$ cat src/rtl/regfile_pkg.sv
// Shared constants for the general-purpose register file.
// Default geometry, the hard-wired zero index and the reset fill value.
package regfile_pkg;

    localparam int DEF_DATA_W = 16;
    localparam int DEF_NREGS  = 8;

    // Index of the register that may be hard-wired to zero.
    localparam int REG_ZERO = 0;

    // Every storage bit takes this value on reset.
    localparam logic RST_BIT = 1'b0;

endpackage

$ cat src/rtl/rf_scoreboard.sv
// Pending-write scoreboard: one busy bit per register, set by issue,
// cleared by writeback, with per-port busy lookup for the hazard unit.
//   clk, rst           : clock, synchronous active-high reset
//   issue_valid/rd     : decode marks a destination busy
//   we/rw              : writeback clears the written index
//   ra/rb -> busy_a/b  : per-port pending flags (bypass-aware)
//   busy_vec           : full scoreboard
module rf_scoreboard
    import regfile_pkg::*;
#(
    parameter int NREGS    = DEF_NREGS,
    parameter int ADDR_W   = $clog2(NREGS),
    parameter int ZERO_REG = 1
) (
    input  logic              clk,
    input  logic              rst,
    input  logic              issue_valid,
    input  logic [ADDR_W-1:0] issue_rd,
    input  logic              we,
    input  logic [ADDR_W-1:0] rw,
    input  logic [ADDR_W-1:0] ra,
    input  logic [ADDR_W-1:0] rb,
    output logic              busy_a,
    output logic              busy_b,
    output logic [NREGS-1:0]  busy_vec
);

    logic [NREGS-1:0] set_vec;
    logic [NREGS-1:0] clr_vec;
    logic [NREGS-1:0] busy_nxt;

    always_comb begin
        set_vec = '0;
        clr_vec = '0;
        if (issue_valid)
            set_vec[issue_rd] = 1'b1;
        if (we)
            clr_vec[rw] = 1'b1;
        // Set wins: a newer producer is still outstanding.
        busy_nxt = (busy_vec & ~clr_vec) | set_vec;
        if (ZERO_REG != 0)
            busy_nxt[REG_ZERO] = 1'b0;
    end

    always_ff @(posedge clk) begin
        if (rst)
            busy_vec <= {NREGS{RST_BIT}};
        else
            busy_vec <= busy_nxt;
    end

    // A value arriving this cycle is bypassed, so it does not stall.
    assign busy_a = busy_vec[ra] & ~(we && (rw == ra));
    assign busy_b = busy_vec[rb] & ~(we && (rw == rb));

endmodule

$ cat src/rtl/param_reg_file_sb.sv
// Parametrised register file: 2 combinational read ports with write
// bypass, 1 write port, optional zero register, debug tap, scoreboard.
//   clk, rst               : clock, synchronous active-high reset
//   ra/rb -> bus_a/bus_b   : read indices and data
//   busy_a/busy_b          : pending-write flags for ra/rb
//   we/rw/bus_w            : writeback port
//   issue_valid/issue_rd   : decode issue of a destination
//   tap_data               : array value of register TAP_IDX
//   busy_vec               : full scoreboard
module param_reg_file_sb
    import regfile_pkg::*;
#(
    parameter int DATA_W   = DEF_DATA_W,
    parameter int NREGS    = DEF_NREGS,
    parameter int ZERO_REG = 1,
    parameter int TAP_IDX  = NREGS - 1
) (
    input  logic                     clk,
    input  logic                     rst,
    input  logic [$clog2(NREGS)-1:0] ra,
    input  logic [$clog2(NREGS)-1:0] rb,
    output logic [DATA_W-1:0]        bus_a,
    output logic [DATA_W-1:0]        bus_b,
    output logic                     busy_a,
    output logic                     busy_b,
    input  logic                     we,
    input  logic [$clog2(NREGS)-1:0] rw,
    input  logic [DATA_W-1:0]        bus_w,
    input  logic                     issue_valid,
    input  logic [$clog2(NREGS)-1:0] issue_rd,
    output logic [DATA_W-1:0]        tap_data,
    output logic [NREGS-1:0]         busy_vec
);

    localparam int ADDR_W = $clog2(NREGS);
    localparam logic [ADDR_W-1:0] ZIDX = ADDR_W'(REG_ZERO);

    logic [DATA_W-1:0] regs [NREGS];
    logic              wr_ok;
    logic              zero_a;
    logic              zero_b;

    assign wr_ok  = we && !((ZERO_REG != 0) && (rw == ZIDX));
    assign zero_a = (ZERO_REG != 0) && (ra == ZIDX);
    assign zero_b = (ZERO_REG != 0) && (rb == ZIDX);

    always_ff @(posedge clk) begin
        if (rst) begin
            for (int i = 0; i < NREGS; i++)
                regs[i] <= {DATA_W{RST_BIT}};
        end else if (wr_ok) begin
            regs[rw] <= bus_w;
        end
    end

    always_comb begin
        bus_a = regs[ra];
        if (zero_a)
            bus_a = '0;
        else if (we && (rw == ra))
            bus_a = bus_w;
    end

    always_comb begin
        bus_b = regs[rb];
        if (zero_b)
            bus_b = '0;
        else if (we && (rw == rb))
            bus_b = bus_w;
    end

    // Tap shows the stored value only; no bypass.
    assign tap_data = regs[TAP_IDX];

    rf_scoreboard #(
        .NREGS    (NREGS),
        .ADDR_W   (ADDR_W),
        .ZERO_REG (ZERO_REG)
    ) u_sb (
        .clk         (clk),
        .rst         (rst),
        .issue_valid (issue_valid),
        .issue_rd    (issue_rd),
        .we          (we),
        .rw          (rw),
        .ra          (ra),
        .rb          (rb),
        .busy_a      (busy_a),
        .busy_b      (busy_b),
        .busy_vec    (busy_vec)
    );

endmodule
$ cat config.mk
export PLATFORM = sky130hd
export DESIGN_NAME = param_reg_file_sb
export DESIGN_NICKNAME = d
export VERILOG_FILES = /design/src/rtl/regfile_pkg.sv /design/src/rtl/rf_scoreboard.sv /design/src/rtl/param_reg_file_sb.sv
export SDC_FILE = /design/constraint.sdc
export NUM_CORES = 1
export LEC_CHECK = 0
export CORE_ASPECT_RATIO = 1.25
export CORE_MARGIN = 8
export CORE_UTILIZATION = 35
export CTS_BUF_LIST = sky130_fd_sc_hd__clkbuf_8
export DETAILED_ROUTE_END_ITERATION = 12
export PLACE_DENSITY = 0.6
export SLEW_MARGIN = 20
export SYNTH_ARGS = -nofsm -noshare
export SYNTH_HDL_FRONTEND = slang
export SYNTH_HIERARCHICAL = 1
export SYNTH_SLANG_ARGS = --single-unit
$ cat constraint.sdc
create_clock -name clk -period 1.8 [get_ports clk]
set_input_delay 0.18 -clock clk [delete_from_list [all_inputs] [get_ports clk]]
set_output_delay 0.18 -clock clk [all_outputs]
set_load 0.02 [all_outputs]
==> metrics.md, run 1 <==
| Metric | Value |
|---|---|
| Routed vias | 5849 |
| Post-route ant nets | 0 |
| EDFF count, synth | 128 |
| Highest clock rate | between 0.4 and 0.5 GHz |
| Syn_area_per_cell | roughly 13 um2 |
| Total of max-cap violations | 0 |
| Cell breakdown of the critical path | buf_6, mux4_2, a211oi_2, nor3_2, buf_4 |
| Final period util | 119% |
| Setup-failing EPs final | 32 |
| Fin Clk Skew | 0 ns |
| IO Port Bufs | 88 |
| First-pass GRT wire length | approximately 37000 um |
| Worst-path cell with the longest stage delay | mux4_2 |
| Share of cells above drive strength 1 | roughly 41% |
| Final max-slew violation count | 0 |
| CORE AREA | 0.0215 mm2 |
| Area added between synthesis and finish | 39.3% |
| Placer Congestion | 0.931 |
| CP Data Required Time | roughly 1.6 ns |
| Element type at the critical path end | output port |
| Root Buffer | clkbuf_8 |
| Initial antenna violation count | 0 |
| Core Util, Final | about half |
| Met3 usage | about 3.0% |
| Post-synth cell types | 36 |
| Primary FF master, synth | edfxtp_1 |
| Final Hold Violating Endpoints | 0 |
| Post-place setup slack | -1.04 ns |
| Crit path kind | flip-flop to output port |
| Synth top area share | about half |
| Largest net degree at the start of global routing | 26 |
| Die height | ~180 um |
| Outcome | finished with violations |
| Hpwl dp | 17300 um |
| Core Rows | 60 |
| Reg-to-reg slack, setup | 1.09 ns |
| Final std cells w/o fill | ~1100 |
| Fillcell total | ~1900 |
| Unrepaired setup endpoints after global routing | true |
| Synth area leaders | edfxtp_1 50%, mux4_2 9.4%, and2_1 9.2% |
| Most Crowded Layer GR | met2 |
| Vias in the first global route | around 6300 |
| Leakage power | between 4 and 5 nW |
| Congestion Overflow GR | 0 |
| Clock latency on the worst-skew pair | ~0.45 ns |
| Post-CTS Hold Fix Bufs | 0 |
| Cell taking the most area after synthesis | edfxtp_1 |
| Setup tns final | -7.97 ns |
| Post-Place Cells | 1052 |
| Nets | about 850 |
| Met2 usage | 30.4% |
| Num CTS Buffers | 17 |
| Mapped cell area | ~0.0076 mm2 |
| Die Wd | 148 um |
| Via density | approximately 5.3 |
| Pre-antenna DRT Iters | 5 |
| Hold crit path type | input pin to flip-flop |
| Ys Warns | 6 |
| CP max stage delay | around 0.48 ns |
| Clk sinks | 135 |
| Initial Util | approximately 36% |
| First DRT Iteration DRCs | ~400 |
| Clk buf depth | 2 |
| Post-route minimum period | around 2.1 ns |
| Critical Path AT | roughly 2.0 ns |
| Synth async-reset ratio | 0% |
| H-tree Lvls | 4 |
| Num ports | 90 |
| # DRC | 0 |
| Wire length per cell | roughly 21 um |
| VDD IR-drop max | slightly above 0.5 mV |
| Setup ws final | -0.344 ns |
| Grt met1 use | a little over a fifth |
| Cells after synthesis | roughly 600 |
| Pwr Density | around 800 mW/mm2 |
| CTS tree | done |
| Die ar. | approximately 0.027 mm2 |
| Synth Register Bits | about 140 |
| Drt total wl | between 20000 and 25000 um |
| Worst-path fanout max | 2 |
| Failing checks | negative setup slack |
| Total track usage | 17.7% |
| Register clock-pin slew on the reported worst setup and hold paths | 0.09 ns |
| Seq/Total Area, Yosys | between 50% and 60% |
| Number of diodes | 0 |
| CP Launch Type | flip-flop |
layer usage:
metal / share of wire, % / up-vias / wire length [um]
met4: 2.3 / 0 / 536
li1: - / 2705 / -
met2: 51 / 160 / 12000
met3: 3.8 / 35 / 876
met1: 43 / 2949 / 9920
met5: 0 / - / 0
path summary, 6_finish.rpt:
| kind | startpoint | end | cells after the start |
|---|---|---|---|
| worst max register to register | u_sb/busy_vec[2] | u_sb/busy_vec[2] | 2 |
| worst max-delay path | regs[7][4] | bus_a[4] | 5 |
| worst min register to register | u_sb/busy_vec[1] | u_sb/busy_vec[1] | 2 |
| worst min-delay path | rw[1] | u_sb/busy_vec[1] | 4 |
critical path: cells and delay by family, from the launching register on:
family	cells	cell delay, ns
AO/OA/AOI/OAI	1	0.21
AND/OR/NAND/NOR	1	0.10
buffers and inverters	2	0.31
multiplexers	1	0.48
flip-flops	1	0.43
repair_timing:
action                                  CTS  global route
endpoints found under the setup margin   35            36
gates cloned                              1             0
setup buffers                            20             7
resized for setup                       248            22
pin swaps                                49            13
flip-flops by register name, summed over array words and instances, names as in the netlist:
register,cells
u_sb/busy_vec,7
regs,128
power by group:
| group | leakage [nW] | switching, mW | internal, mW |
|---|---|---|---|
| clock network | 0.230 | 1.25 | 1.56 |
| registers | 1.29 | 0.123 | 3.64 |
| logic | 2.66 | 0.993 | 0.921 |
| total | 4.18 | 2.37 | 6.12 |
cell usage in the layout, fill, tap and decap left out, types with 4 or more instances in the layout:
master	count
a211oi_2	29
a21oi_1	11
and2_1	112
buf_12	17
buf_2	6
buf_4	156
buf_6	6
bufinv_16	4
clkbuf_8	18
clkdlybuf4s50_1	29
conb_1	17
dfxtp_2	6
dlygate4sd2_1	6
edfxtp_1	128
mux2i_1	66
mux4_2	32
nand2_1	5
nand2b_1	7
nand3_1	6
nand4_1	4
nor2_1	37
nor3_1	7
nor3_2	24
o21ai_0	6
o22ai_1	25
o22ai_2	6
or2_2	7
xnor2_1	7
through the flow:
| step | cell area [um2] | hold WS (ns) | total power, mW |
|---|---|---|---|
| 4_1_cts | 10500 | 0.374 | 8.46 |
| 3_5_place_dp | 9800 | 0.523 | 5.63 |
| 6_report | 10600 | 0.394 | 8.49 |
| 5_1_grt | 10600 | 0.416 | 8.76 |
| 3_3_place_gp | 9800 | 0.505 | 5.59 |
| 2_1_floorplan | 7790 | 0.249 | 4.71 |
synth_stat cells, types with 4 or more instances:
cell type,instances
nand3_1,6
buf_6,4
nand2_1,5
nor3_1,32
nand2b_1,7
o22ai_1,31
a21oi_1,12
edfxtp_1,128
xnor2_1,9
dfxtp_1,7
nor2_1,39
o21ai_0,6
clkbuf_1,18
and2_1,112
or2_2,9
a211oi_1,30
buf_2,16
mux4_2,32
buf_4,6
mux2i_1,68
nand4_1,4
final cells by class:
type                    count  area [um2]  share of cell area [%]
flip-flops and latches    135        3990                    37.5
multi-input cells         438        3830                    36.0
repair buffers            225        2030                    19.0
well taps                 279         349                    3.28
clock buffers              18         248                    2.33
clock inverters            14         194                    1.82
logic make-up after synthesis:
| kind of cell | Yosys count | synth area share, % |
|---|---|---|
| compound gates | 83 | 7.23 |
| buf+inv | 45 | 3.31 |
| simple gates | 224 | 16.7 |
| flops | 135 | 52.2 |
| mux | 102 | 19.0 |
| xor+xnor | 12 | 1.48 |
| other cells | 2 | 0.0984 |
Power figures use the tool's default switching activity.
==> inputs of run 2 (changes only) <==
==> constraint.sdc (replaced) <==
create_clock -name clk -period 2.1 [get_ports clk]
set_input_delay 0.21 -clock clk [delete_from_list [all_inputs] [get_ports clk]]
set_output_delay 0.21 -clock clk [all_outputs]
set_load 0.02 [all_outputs]
==> run 2 against run 1 <==
The flow still finishes with violations (negative setup slack). Total power shrank 15%. Largest power group unchanged. Highest routed layer unchanged. Critical endpoint is now bus_a[14]. Sequential share of layout area grew 1.1 points. First-iteration DRC count grew 10%. Cell count shrank 2.0%. Routed wire length grew 3.4%. Flip-flop and latch count is the same. Largest cell class unchanged.
==> metrics.md, run 2 (synthesis gave the netlist of run 1 again) <==
| Metric | Value |
|---|---|
| Nets | around 830 |
| IO Port Bufs | between 80 and 90 |
| Most common cell after layout, fill and taps aside | edfxtp_1 |
| Setup-failing EPs final | 22 |
| CORE AREA | 0.0215 mm2 |
| Post-Place Cells | 1038 |
| Placed Area | ~0.0096 mm2 |
| Hold crit path type | input pin to flip-flop |
| Post-route minimum period | roughly 2.2 ns |
| Via density | approximately 5.3 |
| Pwr Density | between 600 and 700 mW/mm2 |
| Worst-path cell with the longest stage delay | mux4_4 |
| Worst-path fanout max | 2 |
| CP max stage delay | ~0.63 ns |
| CP Launch Type | flip-flop |
| Pre-antenna DRT Iters | 5 |
| First-pass GRT wire length | approximately 37000 um |
| Routed vias | between 5000 and 6000 |
| Total of max-cap violations | 0 |
| Crit path kind | flip-flop to output port |
| CP Data Required Time | 1.89 ns |
| Fillcell total | ~2000 |
| CTS tree | done |
| Clk sinks | 135 |
| Post-place setup slack | -0.860 ns |
| Unrepaired setup endpoints after global routing | true |
| Wire length per cell | roughly 22 um |
| Fin Clk Skew | 0 ns |
| Leakage power | slightly below 4 nW |
| H-tree Lvls | 4 |
| Initial antenna violation count | 0 |
| Total track usage | 18.1% |
| Hpwl dp | about 17000 um |
| Num CTS Buffers | 17 |
| First DRT Iteration DRCs | around 450 |
| Final std cells w/o fill | around 1100 |
| Tot Pwr | approximately 7.2 mW |
| Initial Util | 35.6% |
| Setup ws final | -0.146 ns |
| # DRC | 0 |
| Critical Path AT | roughly 2.0 ns |
| Root Buffer | clkbuf_8 |
| Most flop-heavy register | regs |
| Slew Limit Headroom | a little under 50% |
| Core Rows | 60 |
| Drt total wl | 24100 um |
| Share of cells above drive strength 1 | approximately a third |
| Largest net degree at the start of global routing | 21 |
| Placer Congestion | 0.952 |
| Clock latency on the worst-skew pair | between 0.4 and 0.5 ns |
| Outcome | finished with violations |
| Register clock-pin slew on the reported worst setup and hold paths | 0.08 ns |
| Cell breakdown of the critical path | mux4_4, mux2i_2, a211oi_2, buf_4 |
| Final period util | 107% |
| Post-CTS Hold Fix Bufs | 0 |
| Post-route ant nets | 0 |
| Die Wd | about 150 um |
| VDD IR-drop max | ~0.35 mV |
| Design Area, Final | about 0.010 mm2 |
| Max reg flops | about 130 |
| Most frequent cells in the layout | 128 x edfxtp_1, 112 x and2_1, 110 x buf_4 |
| Num ports | 90 |
| Die height | between 150 and 200 um |
| Area added between synthesis and finish | 35.1% |
| Final max-slew violation count | 0 |
| Failing checks | negative setup slack |
| Slew @ Worst Pin | around 0.77 ns |
| Final Hold Violating Endpoints | 0 |
| Highest clock rate | ~0.45 GHz |
| Element type at the critical path end | output port |
| Die ar. | 0.0268 mm2 |
| Vias in the first global route | 6123 |
| Congestion Overflow GR | 0 |
| Top flop regs | regs: 128 flops, u_sb/busy_vec: 7 flops |
| Clk buf depth | 2 |
## run 2: changes by cell type in the layout (fill, tap and decap cells not counted), sizes merged
cell | previous run | this run
buf | 185 | 150
bufbuf | 1 | 0
bufinv | 4 | 5
clkbuf | 19 | 17
clkdlybuf4s50 | 29 | 44
clkinv | 4 | 5
clkinvlp | 0 | 3
diode | 0 | 1
dlygate4sd2 | 6 | 7
dlymetal6s2s | 2 | 0
inv | 6 | 2
## run 2: path summary, 6_finish.rpt
check | from | end | slack (ns) | cells after the start
worst max-delay path | regs[6][14] | bus_a[14] | -0.15 | 4
worst min-delay path | issue_rd[1] | u_sb/busy_vec[6] | 0.44 | 3
worst max register to register | u_sb/busy_vec[5] | u_sb/busy_vec[5] | 1.34 | 2
worst min register to register | u_sb/busy_vec[1] | u_sb/busy_vec[1] | 0.52 | 2
## run 2: worst max-delay path: cells and delay by family, from the launching register on
family,cells,cell delay (ns)
muxes,2,0.83
buffers and inverters,1,0.21
DFF,1,0.40
AOI/OAI and AO/OA,1,0.12
## run 2: cell type report
type	count	area [um2]	area share, %
repair buffers	202	1810	17.6
well taps	279	349	3.38
flip-flops and latches	135	3980	38.6
multi-input cells	438	3720	36.1
clock inverters	15	211	2.05
clock buffers	17	234	2.27
diodes	1	2.50	0.0243
## run 2: metrics by stage
step / hold slack, ns / TNS (ns) / utilization [%]
2_1_floorplan: 0.279 / 0 / -
4_1_cts: 0.416 / -1.37 / 47.5
5_1_grt: 0.442 / -2.72 / 48.0
3_3_place_gp: 0.511 / -30.25 / 44.7
6_report: 0.444 / -1.07 / 48.1
3_5_place_dp: 0.505 / -33.08 / 44.7
## run 2: where the power goes
group          switching (mW)  internal [mW]  total, mW
clock                    1.02           1.40       2.42
sequential             0.0941           3.12       3.21
combinational           0.843          0.726       1.57
total                    1.96           5.24       7.20
## run 2: layer usage
metal	part of all wire (%)	GRT usage (%)	up-vias
met5	0	0	-
met2	53	31.7	151
met3	3.6	2.55	47
met4	3.5	8.42	0
met1	40	21.5	2902
li1	-	-	2649
## run 2: timing repair
item	4_1_cts	5_1_grt
resized for setup	223	16
endpoints found under the hold margin	0	0
pin swaps	37	6
buffers inserted	11	8
setup endpoints to repair	34	32
cloned	1	0
==> inputs of run 3 (changes only) <==
--- a/config.mk
+++ b/config.mk
@@ -7,12 +7,13 @@
 export LEC_CHECK = 0
 export CORE_ASPECT_RATIO = 1.25
 export CORE_MARGIN = 8
-export CORE_UTILIZATION = 35
+export CORE_UTILIZATION = 58
 export CTS_BUF_LIST = sky130_fd_sc_hd__clkbuf_8
 export DETAILED_ROUTE_END_ITERATION = 12
-export PLACE_DENSITY = 0.6
+export PLACE_DENSITY = 0.88
 export SLEW_MARGIN = 20
 export SYNTH_ARGS = -nofsm -noshare
 export SYNTH_HDL_FRONTEND = slang
 export SYNTH_HIERARCHICAL = 1
 export SYNTH_SLANG_ARGS = --single-unit
+export TNS_END_PERCENT = 10
==> run 3 against run 2 <==
The flow still finishes with violations (negative setup slack). Flip-flop and latch count unchanged. Register-to-register slack about the same. Count of clock-buffer cells in the layout unchanged.
==> metrics.md, run 3 (synthesis gave the netlist of run 1 again) <==
| Metric | Value |
|---|---|
| Outcome | finished with violations |
| Failing checks | negative setup slack |
| Num ports | 90 |
| Fin Clk Skew | 0 ns |
| First DRT Iteration DRCs | about 530 |
| Die Wd | 119 um |
| Final period util | 108% |
| Final max-slew violation count | 0 |
| Routed vias | 6230 |
| Hpwl dp | around 16000 um |
| Crit path kind | flip-flop to output port |
| Hold_sp | issue_rd[2] |
| CP Data Required Time | around 1.9 ns |
| CTS tree | done |
| Core Rows | 47 |
| Congestion Overflow GR | 0 |
| Register clock-pin slew on the reported worst setup and hold paths | roughly 0.08 ns |
| Reg2Reg Depth | 2 |
| Hold Path Depth | 3 |
| Met3 usage | 8.01% |
| Slew Limit Headroom | approximately 43% |
| First-pass GRT wire length | about 38000 um |
| Grt met1 use | between 30% and 40% |
| Post-CTS Hold Fix Bufs | 0 |
| Register area | between 0.003 and 0.004 mm2 |
| Unrepaired setup endpoints after global routing | true |
| Cell breakdown of the critical path | mux4_2, a211oi_2, nor3_1, buf_4, buf_6 |
| CP max stage delay | between 0.5 and 0.6 ns |
| Worst-path cell with the longest stage delay | mux4_2 |
| Initial antenna violation count | 0 |
| Placed Area | 0.00934 mm2 |
| Nets | 800 |
| CP top delay family | multiplexers |
| Num CTS Buffers | 17 |
| Element type at the critical path end | output port |
| Clock latency on the worst-skew pair | about 0.47 ns |
| Leakage power | ~3.9 nW |
| Post-Place Cells | slightly above 900 |
| Top flop regs | regs: 128 flops, u_sb/busy_vec: 7 flops |
| # DRC | 0 |
| Met2 usage | around half |
| Critical R2R Capture | u_sb/busy_vec[3] |
| Placer Congestion | 0.951 |
| Area added between synthesis and finish | 31.3% |
| Clk buf depth | 2 |
| Final std cells w/o fill | approximately 950 |
| VDD IR-drop max | 0.590 mV |
| Most frequent cells in the layout | 128 x edfxtp_1, 112 x and2_1, 76 x buf_4 |
| Fillcell total | between 600 and 700 |
| Root Buffer | clkbuf_8 |
| Setup ws final | -0.171 ns |
| Drt total wl | around 24000 um |
| Minimum hold slack | around 0.42 ns |
| Number of diodes | 0 |
| Post-route minimum period | 2.27 ns |
| Setup-failing EPs final | 26 |
| Pwr Density | around 730 mW/mm2 |
| Wire length per cell | 25.5 um |
| Largest net degree at the start of global routing | 31 |
| Most common cell after layout, fill and taps aside | edfxtp_1 |
| Post-route ant nets | 0 |
| Design Area, Final | between 0.01 and 0.015 mm2 |
| CORE AREA | between 0.01 and 0.015 mm2 |
| Total track usage | between 20% and 30% |
| Worst-path fanout max | 3 |
| Slew @ Worst Pin | 0.845 ns |
| Vias in the first global route | roughly 6400 |
| Initial Util | around 60% |
| Final Hold Violating Endpoints | 0 |
| Clk sinks | roughly 140 |
| H-tree Lvls | 4 |
| Max reg flops | 128 |
| Most flop-heavy register | regs |
| Reg-to-reg slack, setup | approximately 1.4 ns |
| IO Port Bufs | 88 |
| WHS Endpoint | u_sb/busy_vec[6] |
| Pre-antenna DRT Iters | 5 |
| R2R Path Start | u_sb/busy_vec[3] |
| Die height | roughly 140 um |
| CP Launch Type | flip-flop |
| Highest clock rate | around 0.44 GHz |
| Share of cells above drive strength 1 | between 30 and 40% |
| WP depth | 5 |
| Die ar. | between 0.015 and 0.02 mm2 |
| Post-place setup slack | -0.856 ns |
| Total of max-cap violations | 0 |
| Via density | about 6.5 |
| Critical Path AT | 2.06 ns |
| Most Crowded Layer GR | met2 |
| Hold crit path type | input pin to flip-flop |
| Multi-input gate area | about 0.0037 mm2 |
| Buffers and inverters on the worst path | 2 |
run 3: changes by cell type in the layout (fill, tap and decap cells not counted), moves of 3 or more:
cell and delta:
buf_4 -34, a211oi_2 +6, a211oi_1 -5, nor3_1 +5
nor3_2 -5, buf_2 +3, nor2_1 +3, nor2_2 -3
o22ai_1 +3, o22ai_2 -3, xnor2_1 -3
run 3: timing repair:
action / 4_1_cts / 5_1_grt
gates cloned: 1 / 0
setup buffers: 4 / 1
pin swaps: 39 / 6
resized for setup: 224 / 7
endpoints found under the setup margin: 34 / 32
run 3: how the worst max path moves through the flow:
stage / from / end
6_report: regs[7][4] / bus_b[4]
5_1_grt: regs[7][4] / bus_b[4]
4_1_cts: regs[6][14] / bus_a[14]
3_5_place_dp: ra[1] / bus_a[5]
3_3_place_gp: ra[1] / bus_a[0]
2_1_floorplan: rb[1] / bus_b[10]
run 3: worst min-delay path, stage by stage:
cell             delay, ns
clkdlybuf4s50_1       0.48
nand3_1               0.10
a21oi_1               0.06
run 3: metrics by stage:
| stage | utilization (%) | TNS, ns | power (mW) |
|---|---|---|---|
| final | 76.8 | -1.88 | 7.32 |
| after global routing | 76.8 | -3.29 | 7.50 |
| after CTS | 76.5 | -1.27 | 7.26 |
| after detailed placement | 71.6 | -40.40 | 4.72 |
| after global placement | 71.6 | -34.56 | 4.66 |
| after floorplan | - | 0 | 4.00 |
run 3: area by class of cell:
class,count,share of cell area (%)
sequential,135,39.7
multi-input combinational,438,37.0
timing repair buffer,176,16.4
clock buffer,17,2.33
clock inverter,15,2.33
tap,171,2.13
run 3: report_power, final:
part,switching (mW),leakage [nW],internal (mW)
logic,0.836,2.34,0.695
registers,0.123,1.29,3.12
clock network,1.03,0.232,1.52
total,1.99,3.85,5.33
run 3: per-layer routing:
layer | up-vias | wire length, um
met5 | - | 0
met4 | 0 | 1290
met3 | 119 | 2550
met2 | 507 | 12100
met1 | 2999 | 8370
li1 | 2605 | -
